### src/rtl/cpu_clock_ctrl.sv
`default_nettype none
// ============================================================================
// Module  : cpu_clock_ctrl
// Brief   : CPU clock-enable generator with run / stop / single-step control.
//           Macro CPU_CLOCK_CTRL_CYCLE_COUNT_EN enables the cycle_count counter.
// Revision: 1.0
// ============================================================================
module cpu_clock_ctrl #(
    parameter int DIV_0 = 50_000_000,
    parameter int DIV_1 = 5_000_000,
    parameter int DIV_2 = 500_000,
    parameter int DIV_3 = 1
) (
    input  logic        clk,
    input  logic        reset,
    input  logic        run_pulse,
    input  logic        stop_pulse,
    input  logic        step_pulse,
    input  logic [1:0]  speed_sel,
    input  logic        cpu_hlt,
    output logic        cpu_ce,
    output logic        running,
    output logic        stepping,
    output logic        hlt_latched,
    output logic        tick,
    output logic [15:0] cycle_count
);

    localparam logic [25:0] C_TC_0 = 26'(DIV_0 - 1);
    localparam logic [25:0] C_TC_1 = 26'(DIV_1 - 1);
    localparam logic [25:0] C_TC_2 = 26'(DIV_2 - 1);
    localparam logic [25:0] C_TC_3 = 26'(DIV_3 - 1);

    typedef enum logic [1:0] {
        ST_IDLE = 2'd0,
        ST_RUN  = 2'd1,
        ST_STEP = 2'd2
    } state_t;

    state_t      state_q, state_d;
    logic [25:0] cnt_q, cnt_d;
    logic [1:0]  sel_q;
    logic        ce_q, ce_d;
    logic        running_q, stepping_q;
    logic        hlt_q, hlt_d;
    logic        tick_q;

    logic [25:0] w_tc_val;
    logic        w_sel_chg;
    logic        w_tc;

    always_comb begin
        w_tc_val = C_TC_0;
        case (speed_sel)
            2'd0:    w_tc_val = C_TC_0;
            2'd1:    w_tc_val = C_TC_1;
            2'd2:    w_tc_val = C_TC_2;
            default: w_tc_val = C_TC_3;
        endcase
    end

    // A speed change restarts the count, so it never completes a period itself.
    assign w_sel_chg = (speed_sel != sel_q);
    assign w_tc      = (cnt_q == w_tc_val) && !w_sel_chg;

    always_comb begin
        state_d = state_q;
        ce_d    = 1'b0;
        hlt_d   = hlt_q;
        cnt_d   = cnt_q + 26'd1;
        case (state_q)
            ST_IDLE: begin
                if (!hlt_q) begin
                    if (run_pulse)
                        state_d = ST_RUN;
                    else if (step_pulse)
                        state_d = ST_STEP;
                end
            end
            ST_RUN: begin
                if (cpu_hlt) begin
                    state_d = ST_IDLE;
                    hlt_d   = 1'b1;
                end else if (stop_pulse) begin
                    state_d = ST_IDLE;
                end else if (w_tc) begin
                    ce_d = 1'b1;
                end
            end
            ST_STEP: begin
                if (cpu_hlt) begin
                    state_d = ST_IDLE;
                    hlt_d   = 1'b1;
                end else if (stop_pulse) begin
                    state_d = ST_IDLE;
                end else if (w_tc) begin
                    ce_d    = 1'b1;
                    state_d = ST_IDLE;
                end
            end
            default: begin
                state_d = ST_IDLE;
            end
        endcase
        if ((state_d != state_q) || (state_q == ST_IDLE) || w_sel_chg || w_tc)
            cnt_d = '0;
    end

    always_ff @(posedge clk) begin
        if (reset) begin
            state_q    <= ST_IDLE;
            cnt_q      <= '0;
            sel_q      <= speed_sel;
            ce_q       <= 1'b0;
            running_q  <= 1'b0;
            stepping_q <= 1'b0;
            hlt_q      <= 1'b0;
            tick_q     <= 1'b0;
        end else begin
            state_q    <= state_d;
            cnt_q      <= cnt_d;
            sel_q      <= speed_sel;
            ce_q       <= ce_d;
            running_q  <= (state_d == ST_RUN);
            stepping_q <= (state_d == ST_STEP);
            hlt_q      <= hlt_d;
            if (ce_d)
                tick_q <= ~tick_q;
        end
    end

`ifdef CPU_CLOCK_CTRL_CYCLE_COUNT_EN
    logic [15:0] cycle_cnt_q;

    always_ff @(posedge clk) begin
        if (reset)
            cycle_cnt_q <= 16'd0;
        else if (ce_d)
            cycle_cnt_q <= cycle_cnt_q + 16'd1;
    end

    assign cycle_count = cycle_cnt_q;
`else
    assign cycle_count = 16'd0;
`endif

    assign cpu_ce      = ce_q;
    assign running     = running_q;
    assign stepping    = stepping_q;
    assign hlt_latched = hlt_q;
    assign tick        = tick_q;

endmodule
`default_nettype wire

### config.mk
export PLATFORM = sky130hd
export DESIGN_NAME = cpu_clock_ctrl
export DESIGN_NICKNAME = d
export VERILOG_FILES = /design/src/rtl/cpu_clock_ctrl.sv
export SDC_FILE = /design/constraint.sdc
export NUM_CORES = 1
export LEC_CHECK = 0
export CAP_MARGIN = 10
export CORE_UTILIZATION = 48
export CTS_CLUSTER_SIZE = 10
export DETAILED_ROUTE_END_ITERATION = 10
export PLACE_DENSITY = 0.75
export SETUP_SLACK_MARGIN = 0.02
export SLEW_MARGIN = 20
export SYNTH_ARGS = -nofsm -noshare
export SYNTH_HDL_FRONTEND = slang
export SYNTH_SLANG_ARGS = --single-unit
export TNS_END_PERCENT = 1
### constraint.sdc
create_clock -name clk -period 2.3 [get_ports clk]
set_clock_uncertainty 0.15 [all_clocks]
set_input_delay 0.345 -clock clk [delete_from_list [all_inputs] [get_ports clk]]
set_output_delay 0.345 -clock clk [all_outputs]
set_load 0.01 [all_outputs]
==> impl_metrics.csv, run 1 <==
group,metric,value,unit
status,status,"finished clean",
final_layout,postLayoutCoreUtil,65.6,%
sta,setup_viol,0,
power,powerDensity,521,mW/mm^2
sta,fin_ws,0.153,ns
drt,dr_total_vias,1704,
synthesis,synth_area_per_cell,8.46,sq um
clock_network,clk_pin_slew,0.07,ns
power,seq_power_share,49.3,%
synthesis,yosysSeqAreaShare,36.5,%
place,io_buffers,12,
clock_network,numCtsBuffers,5,
synthesis,ys_warn_count,0,
drt,avgRoutedWirePerCell,13.7,um
synthesis,synth_cells,227,
floorplan,fp.dieW,65.3,um
global_route,grt_overflow,0,
final_layout,multiInputGateArea,0.00121,sq mm
job,cap_viol_max_count,0,
setup_path,path_class,"reg2reg",
power,intPower,0.000956,W
sta,tns,0,ns
drt,route.detailed.drc,0,
clock_network,h-tree-depth,2,
hold_path,holdCritPathClass,"in2reg",
drt,routed_wl,4340,um
clock_network,cts_buffer_depth,2,
clock_network,root_buffer,"clkbuf_8",
floorplan,io_pins,29,
floorplan,die_area,0.00426,sq mm
place,pre_cts_ws,-0.655,ns
final_layout,synthToLayoutAreaGrowth,27.8,%
sta,fin_crit_sh,93.3,%
power,switching_share,25.2,%
floorplan,coreArea,0.00374,sq mm
drt,detail-route-antenna-nets,0,
clock_network,clk-insertion-delay-late,0.28,ns
sta,hold_ws,0.199,ns
setup_path,worstPathArrival,2.18,ns
place,dpl.hpwl,2890,um
final_layout,fill_cells,313,
final_layout,seqCellArea,703,sq um
sta,fin_crit,2.15,ns
global_route,grt_pass1_wl,7130,um
setup_path,start_kind,"flip-flop",
power,switchingPower,0.000323,W
drt,firstDrtPassIters,4,
synthesis,ys_types,38,
sta,drv_slew,0,
sta,max_freq,466,MHz
power,ir_drop,330,uV
final_layout,design_area,0.00245,sq mm
synthesis,syn_area,0.00192,sq mm
sta,rsz0062_at_grt,"yes",
setup_path,cp-end-kind,"flip-flop",
floorplan,die_h,65.3,um
final_layout,antenna_cells,0,
setup_path,required,2.33,ns
power,p_leak,0.970,nW
clock_network,clkSinkCount,35,
floorplan,initial_core_util,51.3,%
final_layout,final_nets,286,
synthesis,synth-seq-cells,35,
power,combPwrFrac,15.4,%
global_route,grt_pass1_vias,1567,
floorplan,rows,22,
clock_network,cts_tree,"done",
clock_network,postCtsHoldBufs,0,
final_layout,layout-drive-gt1-share,20.5,%
place,routabilityCongestion,0.875,
global_route,grt_usage,22.0,%
global_route,antenna_found_initial,0,
sta,finalHoldViolations,0,
drt,drt_iter0_drc,103,
setup_path,crit_fanout,7,
global_route,grt_max_degree,14,
power,clockPowerShare,35.3,%
place,dpl_cell_area,0.00218,sq mm
drt,via_per_inst,5.39,
## logic make-up after synthesis
group,after synthesis,synth area share (%)
AOI/OAI and AO/OA,19,7.56
xor gates and xnor gates,27,12.3
adders and majority gates,10,6.51
buffers and inverters,28,8.73
DFF,35,36.5
muxes,2,1.04
other,1,0.195
and+or+nand+nor,105,27.2
## cell usage after synthesis
| cell type | number | area (sq um) |
|---|---|---|
| dfxtp_1 | 35 | 701 |
| nand4_1 | 7 | 43.8 |
| a22oi_1 | 1 | 7.51 |
| conb_1 | 1 | 3.75 |
| o2bb2ai_1 | 1 | 8.76 |
| nand4b_1 | 1 | 8.76 |
| a31oi_1 | 1 | 6.26 |
| xnor2_1 | 13 | 114 |
| buf_2 | 2 | 10.0 |
| nor4_1 | 4 | 25.0 |
| and3_1 | 7 | 43.8 |
| xor2_1 | 14 | 123 |
| o22ai_1 | 2 | 12.5 |
| nor2b_1 | 1 | 6.26 |
| a32o_1 | 1 | 10.0 |
| nand2b_1 | 1 | 6.26 |
| o21ai_1 | 1 | 5.00 |
| clkbuf_1 | 2 | 7.51 |
| nand2_1 | 16 | 60.1 |
| and4_1 | 2 | 17.5 |
| nor3_1 | 9 | 45.0 |
| nor4b_1 | 5 | 43.8 |
| nand3_1 | 11 | 55.1 |
| inv_1 | 8 | 30.0 |
| or4_1 | 1 | 7.51 |
| o21bai_1 | 1 | 7.51 |
| a41oi_2 | 2 | 32.5 |
| buf_4 | 16 | 120 |
| nor2_1 | 38 | 143 |
| or3_1 | 1 | 6.26 |
| a21o_1 | 1 | 7.51 |
| ha_1 | 10 | 125 |
| a211o_1 | 1 | 8.76 |
| a21oi_1 | 3 | 15.0 |
| mux2i_1 | 2 | 20.0 |
| a22o_1 | 1 | 8.76 |
| o21ai_0 | 3 | 15.0 |
| and4b_1 | 1 | 10.0 |
## layout make-up
type | count | area share, %
tap | 48 | 2.45
multi-input combinational | 179 | 49.2
sequential | 35 | 28.6
timing repair buffer | 39 | 14.9
inverter | 8 | 1.22
clock inverter | 1 | 0.204
clock buffer | 6 | 3.36
## per-stage QoR
step / power, W / std cells
4_1_cts: 0.00128 / 315
3_3_place_gp: 0.000807 / 301
3_5_place_dp: 0.000811 / 301
2_1_floorplan: 0.000759 / 242
5_1_grt: 0.00134 / 316
6_report: 0.00128 / 316
## final timing paths
check,cells after the start,slack (ns),from,to
worst max-delay path,8,0.15,cnt_q[19]$_SDFF_PP0_,cnt_q[21]$_SDFF_PP0_
worst min-delay path,2,0.20,speed_sel[0],sel_q[0]$_DFF_P_
worst max register to register,8,0.15,cnt_q[19]$_SDFF_PP0_,cnt_q[21]$_SDFF_PP0_
worst min register to register,1,0.35,cnt_q[0]$_SDFF_PP0_,cnt_q[0]$_SDFF_PP0_
## timing repair
item,in CTS,in global routing
setup endpoints to repair,32,27
pin swaps,5,4
gates cloned,2,0
resized for setup,21,10
setup buffers,5,1
## per-layer routing
| metal | track usage [%] | routed length (um) | part of all wire (%) | vias up |
|---|---|---|---|---|
| met1 | 28.2 | 1990 | 46 | 813 |
| met4 | 7.34 | 54 | 1.2 | 0 |
| met3 | 4.69 | 198 | 4.6 | 6 |
| li1 | - | - | - | 834 |
| met5 | 0 | 0 | 0 | - |
| met2 | 36.5 | 2100 | 48 | 51 |
## power by group through the flow
stage / Sequential [W] / Clock [W] / Combinational (W)
after global routing: 0.000631 / 0.000493 / 0.000216
after floorplan: 0.000643 / 0 / 0.000115
after detailed placement: 0.000644 / 0 / 0.000167
final: 0.000631 / 0.000451 / 0.000197
after CTS: 0.000630 / 0.000460 / 0.000192
after global placement: 0.000643 / 0 / 0.000164
## worst max-delay path, stage by stage (launching register included)
cell and delay [ns]:
dfxtp_2 0.36, nor4b_4 0.32, mux2i_2 0.13, nor4_2 0.27, nand4b_1 0.14, buf_4 0.18
nand4_1 0.16, bufbuf_16 0.30, nor2_1 0.04
## registers in the layout, summed over array words and instances, names as in the netlist
register     cells
cpu_ce           1
state_q          2
sel_q            2
stepping         1
hlt_latched      1
running          1
tick             1
cnt_q           26
## placed cells by master (no fill, tap or decap), drive strengths merged, types with 8 or more instances in the layout
| cell type | Yosys | routed |
|---|---|---|
| nand2 | 16 | 16 |
| xnor2 | 13 | 13 |
| dfxtp | 35 | 35 |
| nor2 | 38 | 38 |
| clkdlybuf4s50 | 0 | 10 |
| nand3 | 11 | 11 |
| conb | 1 | 16 |
| nor3 | 9 | 9 |
| xor2 | 14 | 14 |
| buf | 18 | 28 |
| inv | 8 | 8 |
| ha | 10 | 10 |
(Power assumes the default switching activity.)
==> inputs of run 2 (changes only) <==
--- a/config.mk
+++ b/config.mk
@@ -5,8 +5,9 @@
 export SDC_FILE = /design/constraint.sdc
 export NUM_CORES = 1
 export LEC_CHECK = 0
+export ABC_AREA = 1
 export CAP_MARGIN = 10
-export CORE_UTILIZATION = 48
+export CORE_UTILIZATION = 49
 export CTS_CLUSTER_SIZE = 10
 export DETAILED_ROUTE_END_ITERATION = 10
 export PLACE_DENSITY = 0.75
==> impl_metrics.csv, run 2 <==
group,metric,value,unit
synthesis,synth_area_leaders,"dfxtp_1 33%, nand2_1 12%, nor2_1 11%",
sta,max_freq,457,MHz
synthesis,synth_cells,300,
global_route,grt_usage,22.5,%
clock_network,clkSinkCount,35,
synthesis,synth-simple-area-share,33.4,%
clock_network,postCtsHoldBufs,0,
clock_network,clk-insertion-delay-late,0.29,ns
sta,finalHoldViolations,0,
final_layout,layout-drive-gt1-share,19.3,%
synthesis,ys_types,30,
clock_network,cts_tree,"done",
clock_network,h-tree-depth,2,
place,routabilityCongestion,0.904,
synthesis,yosys.area.top_type,"dfxtp_1",
setup_path,worstPathArrival,2.23,ns
power,powerDensity,487,mW/mm^2
sta,fin_ws,0.111,ns
final_layout,layout_common_cells,"64 x nand2_1, 58 x nor2_1, 31 x inv_1, 28 x dfxtp_1, 19 x xor2_1",
synthesis,synth_edf_count,0,
synthesis,synth.most_common_cell,"nand2_1",
power,seq_power_share,49.3,%
global_route,grt_overflow,0,
setup_path,required,2.34,ns
drt,avgRoutedWirePerCell,11.9,um
synthesis,synth_compound_area_share,3.81,%
sta,setup_viol,0,
setup_path,crit_fanout,5,
synthesis,synthArstFlopShare,0,%
final_layout,mostFrequentLayoutCell,"nand2_1",
synthesis,synth_top_family_by_area,"simple AND/OR/NAND/NOR gates",
setup_path,rr_startpoint,"cnt_q[0]$_SDFF_PP0_",
drt,routed_wl,4600,um
final_layout,design_area,0.00261,sq mm
synthesis,synth-seq-cells,35,
final_layout,largest_register,"cnt_q",
global_route,grt_pass1_wl,7480,um
setup_path,cp-end-kind,"flip-flop",
synthesis,synth_area_per_cell,7.00,sq um
floorplan,io_pins,29,
power,switchingPower,0.000347,W
floorplan,fp.dieW,67.5,um
setup_path,path_class,"in2reg",
setup_path,max_stage_delay,0.15,ns
final_layout,synthToLayoutAreaGrowth,24.5,%
synthesis,yosysSeqAreaShare,33.4,%
synthesis,synthFlopType,"dfxtp_1",
place,dpl.hpwl,3150,um
clock_network,numCtsBuffers,5,
clock_network,root_buffer,"clkbuf_8",
setup_path,cp_cell_sequence,"clkbuf_2, inv_2, buf_4, ha_4, nor2_2, nand2_1, nand2_1, o21ai_0, nor2_1, nand3_1, nand2_1, nand2_1, nand2_1, nand2_2, nand2_2, nand2_2, nand3_4, buf_12, clkbuf_16, nor2_1",
floorplan,initial_core_util,51.7,%
place,pre_cts_ws,-0.475,ns
synthesis,synth_mux_area_share,0,%
setup_path,crit_start,"speed_sel[1]",
global_route,antenna_found_initial,0,
clock_network,clk_pin_slew,0.07,ns
floorplan,rows,23,
drt,dr_total_vias,1839,
place,io_buffers,12,
final_layout,fill_cells,351,
sta,fin_crit_sh,95.2,%
synthesis,ys_warn_count,0,
power,total_power,0.00127,W
sta,fin_crit,2.19,ns
final_layout,largest_reg_flops,26,
drt,drt_iter0_drc,65,
drt,route.detailed.drc,0,
synthesis,yosys.area.top_type_share,33.4,%
drt,via_per_inst,4.75,
synthesis,synth_xor_xnor_area_share,10.0,%
sta,hold_ws,0.169,ns
setup_path,cp_top_family,"simple AND/OR/NAND/NOR gates",
place,dpl_cell_area,0.00230,sq mm
power,p_leak,1.04,nW
setup_path,path_buf_inv,5,
hold_path,min-delay-start,"speed_sel[0]",
floorplan,die_h,67.5,um
job,cap_viol_max_count,0,
drt,detail-route-antenna-nets,0,
setup_path,crit_top_cell,"nand2_1",
drt,firstDrtPassIters,4,
synthesis,yosys-top-cells-count,"67 x nand2_1, 63 x nor2_1, 35 x dfxtp_1",
final_layout,postLayoutCoreUtil,64.4,%
global_route,grt_max_degree,12,
synthesis,syn_area,0.00210,sq mm
sta,drv_slew,0,
power,intPower,0.000926,W
power,switching_share,27.3,%
power,combPwrFrac,16.5,%
final_layout,top_regs,"cnt_q: 26 flops, sel_q: 2 flops, state_q: 2 flops",
power,ir_drop,449,uV
setup_path,cp_slowest_cell,"ha_4",
floorplan,coreArea,0.00406,sq mm
final_layout,antenna_cells,0,
final_layout,final_nets,354,
clock_network,cts_buffer_depth,2,
floorplan,die_area,0.00455,sq mm
status,status,"finished clean",
setup_path,start_kind,"input port",
global_route,grt_pass1_vias,1698,
synthesis,synth_fa_ha_area_share,5.96,%
hold_path,holdCritPathClass,"in2reg",
sta,rsz0062_at_grt,"yes",
power,clockPowerShare,34.1,%
-- run 2: changes by cell type in the layout (fill, tap and decap cells not counted), sizes merged, moves of 3 or more --
| cell | previous run | this run |
|---|---|---|
| and3 | 7 | 1 |
| buf | 28 | 21 |
| inv | 8 | 34 |
| nand2 | 16 | 70 |
| nor2 | 38 | 66 |
| nor3 | 9 | 6 |
| nor4 | 4 | 1 |
| nor4b | 5 | 0 |
| o21ai | 4 | 7 |
| xnor2 | 13 | 5 |
| xor2 | 14 | 19 |
-- run 2: cell type report --
class	instances	area [sq um]	area share [%]
sequential	35	709	27.1
timing repair buffer	34	382	14.6
tap	50	62.6	2.39
clock buffer	5	68.8	2.63
clock inverter	3	15.0	0.574
inverter	34	128	4.88
multi-input combinational	226	1250	47.8
-- run 2: per-stage QoR --
| step | setup TNS [ns] | instances |
|---|---|---|
| 3_5_place_dp | -13.31 | 371 |
| 2_1_floorplan | 0 | 315 |
| 5_1_grt | -0.850 | 387 |
| 4_1_cts | 0 | 383 |
| 3_3_place_gp | -11.75 | 371 |
| 6_report | 0 | 387 |
-- run 2: logic make-up (layout without fill, tap and decap cells) --
group,Yosys count,count (layout)
XOR/XNOR,24,24
other,1,16
buffers and inverters,54,76
AND/OR/NAND/NOR,162,162
AO/OA/AOI/OAI,14,14
flip-flops,35,35
adder cells (fa/ha/maj),10,10
-- run 2: what timing repair did --
item,4_1_cts,5_1_grt
setup endpoints to repair,26,26
pin swaps,3,15
gates resized for setup,12,26
setup buffers,2,3
endpoints found under the hold margin,0,0
gates cloned,2,1
-- run 2: path summary, 6_finish.rpt --
kind	cells after the start	end	slack, ns
setup reg to reg	11	cnt_q[25]$_SDFF_PP0_	0.18
hold / removal	2	sel_q[0]$_DFF_P_	0.17
hold reg to reg	2	cnt_q[0]$_SDFF_PP0_	0.36
setup / recovery	20	cnt_q[17]$_SDFF_PP0_	0.11
-- run 2: metal layers --
layer  global-route usage (%)  vias up  share of wire (%)
met5                        0        -                  0
met4                     7.45        0                1.3
li1                         -      965                  -
met2                     39.8       35                 50
met3                     6.59        5                3.2
met1                     25.7      834                 46
-- run 2: power by group through the flow --
| stage | Combinational [W] | Sequential [W] | Clock (W) |
|---|---|---|---|
| floorplan | 0.000119 | 0.000643 | 0 |
| global placement | 0.000169 | 0.000641 | 0 |
| detailed placement | 0.000171 | 0.000642 | 0 |
| CTS | 0.000188 | 0.000628 | 0.000445 |
| global route | 0.000234 | 0.000630 | 0.000471 |
| finish | 0.000210 | 0.000628 | 0.000435 |
==> inputs of run 3 (changes only) <==
--- a/config.mk
+++ b/config.mk
@@ -5,13 +5,13 @@
 export SDC_FILE = /design/constraint.sdc
 export NUM_CORES = 1
 export LEC_CHECK = 0
-export ABC_AREA = 1
 export CAP_MARGIN = 10
-export CORE_UTILIZATION = 49
+export CORE_UTILIZATION = 48
 export CTS_CLUSTER_SIZE = 10
 export DETAILED_ROUTE_END_ITERATION = 10
 export PLACE_DENSITY = 0.75
 export SETUP_SLACK_MARGIN = 0.02
+export SKIP_CTS_REPAIR_TIMING = 1
 export SLEW_MARGIN = 20
 export SYNTH_ARGS = -nofsm -noshare
 export SYNTH_HDL_FRONTEND = slang
==> constraint.sdc (replaced) <==
create_clock -name clk -period 2.3 [get_ports clk]
set_clock_uncertainty 0.15 [all_clocks]
set_input_delay 0.69 -clock clk [delete_from_list [all_inputs] [get_ports clk]]
set_output_delay 0.69 -clock clk [all_outputs]
set_load 0.01 [all_outputs]
==> impl_metrics.csv, run 3 (same netlist as run 1, synthesis figures left out) <==
group,metric,value,unit
status,status,"finished, violations left",
status,failed_checks,"negative setup slack",
final_layout,layout-drive-gt1-share,20.1,%
drt,route.detailed.drc,0,
clock_network,cts_buffer_depth,2,
global_route,antenna_found_initial,0,
floorplan,coreArea,0.00374,sq mm
final_layout,postLayoutCoreUtil,66.7,%
final_layout,antenna_cells,0,
setup_path,cp-end-kind,"flip-flop",
sta,fin_crit_sh,107,%
drt,avgRoutedWirePerCell,13.1,um
final_layout,fill_cells,303,
setup_path,path_buf_inv,6,
hold_path,holdCritPathClass,"reg2reg",
place,routabilityCongestion,0.894,
sta,rsz0062_at_grt,"yes",
place,io_buffers,12,
clock_network,clkSinkCount,35,
sta,fin_crit,2.47,ns
setup_path,cp_top_family,"buffers and inverters",
place,pre_cts_ws,-1.08,ns
power,ir_drop,379,uV
drt,routed_wl,4170,um
final_layout,top_regs,"cnt_q: 26 flops, sel_q: 2 flops, state_q: 2 flops",
final_layout,largest_reg_flops,26,
final_layout,final_nets,286,
setup_path,required,2.33,ns
setup_path,start_kind,"input port",
final_layout,largest_register,"cnt_q",
power,total_power,0.00132,W
global_route,grt_overflow,0,
floorplan,fp.dieW,65.3,um
setup_path,worstPathArrival,2.50,ns
sta,max_freq,405,MHz
sta,drv_slew,0,
global_route,grt_max_degree,27,
setup_path,path_class,"in2reg",
place,dpl.hpwl,2740,um
floorplan,io_pins,29,
sta,tns,-3.93,ns
drt,via_per_inst,5.24,
setup_path,cp_slowest_cell,"nor4_2",
sta,setup_viol,30,
global_route,grt_pass1_vias,1403,
global_route,grt_pass1_wl,6220,um
setup_path,max_stage_delay,0.29,ns
final_layout,layout_common_cells,"37 x nor2_1, 35 x dfxtp_1, 19 x buf_4, 16 x nand2_1, 16 x conb_1",
clock_network,cts_tree,"done",
floorplan,rows,22,
power,p_leak,0.961,nW
drt,drt_iter0_drc,60,
clock_network,clk-insertion-delay-late,0.29,ns
drt,firstDrtPassIters,4,
floorplan,die_area,0.00426,sq mm
job,cap_viol_max_count,0,
setup_path,crit_fanout,7,
final_layout,synthToLayoutAreaGrowth,30.0,%
sta,finalHoldViolations,0,
power,powerDensity,529,mW/mm^2
global_route,grt_usage,19.3,%
floorplan,initial_core_util,51.3,%
floorplan,die_h,65.3,um
drt,detail-route-antenna-nets,0,
setup_path,ff2ff_setup_slack,0.07,ns
sta,fin_ws,-0.168,ns
clock_network,h-tree-depth,2,
clock_network,root_buffer,"clkbuf_8",
clock_network,clk_pin_slew,0.07,ns
setup_path,cp_cell_sequence,"buf_8, buf_6, ha_4, xnor2_1, nand3_1, nor4_2, nand4b_1, buf_6, buf_6, nand4_1, buf_6, clkbuf_16, nor2_1",
clock_network,numCtsBuffers,5,
final_layout,mostFrequentLayoutCell,"nor2_1",
drt,dr_total_vias,1661,
setup_path,crit_top_cell,"buf_6",
==> run 3: final cells by class <==
cell class                 instances  area (sq um)  share of cell area, %
timing repair buffer              39           395                   15.8
clock buffer                       8           100                   4.01
tap                               48          60.1                   2.40
sequential                        35           701                   28.1
inverter                           8          40.0                   1.60
multi-input combinational        179          1200                   48.1
==> run 3: worst paths after layout <==
kind | cells after the start | end | startpoint
setup / recovery | 13 | cnt_q[8]$_SDFF_PP0_ | speed_sel[1]
hold / removal | 1 | cnt_q[0]$_SDFF_PP0_ | cnt_q[0]$_SDFF_PP0_
setup reg to reg | 10 | cnt_q[8]$_SDFF_PP0_ | cnt_q[5]$_SDFF_PP0_
hold reg to reg | 1 | cnt_q[0]$_SDFF_PP0_ | cnt_q[0]$_SDFF_PP0_
==> run 3: stage by stage <==
step	instance area (sq um)	hold slack, ns	std cells
after floorplan	2010	0.284	242
after global placement	2200	0.300	301
after detailed placement	2200	0.310	301
after CTS	2300	0.331	309
after global routing	2500	0.364	317
final	2500	0.323	317
==> run 3: worst reg2reg max path, stage by stage (launching register included) <==
cell       delay (ns)
dfxtp_1          0.38
nor4b_1          0.32
mux2i_1          0.15
nor4_2           0.27
nand4b_1         0.15
buf_6            0.16
buf_6            0.11
nand4_1          0.09
buf_6            0.15
clkbuf_16        0.16
nor2_1           0.04
==> run 3: power by group <==
group          leakage, nW  internal, W  switching [W]
Sequential           0.283     0.000617      0.0000122
Combinational        0.626     0.000104      0.0000977
Clock               0.0515     0.000273       0.000217
==> run 3: routing by layer <==
layer / wire [um] / vias up / part of all wire, % / track usage [%]
li1: - / 841 / - / -
met1: 1930 / 770 / 46 / 24.4
met2: 2000 / 43 / 48 / 29.0
met3: 166 / 7 / 4.0 / 5.73
met4: 71 / 0 / 1.7 / 10.6
met5: 0 / - / 0 / 0
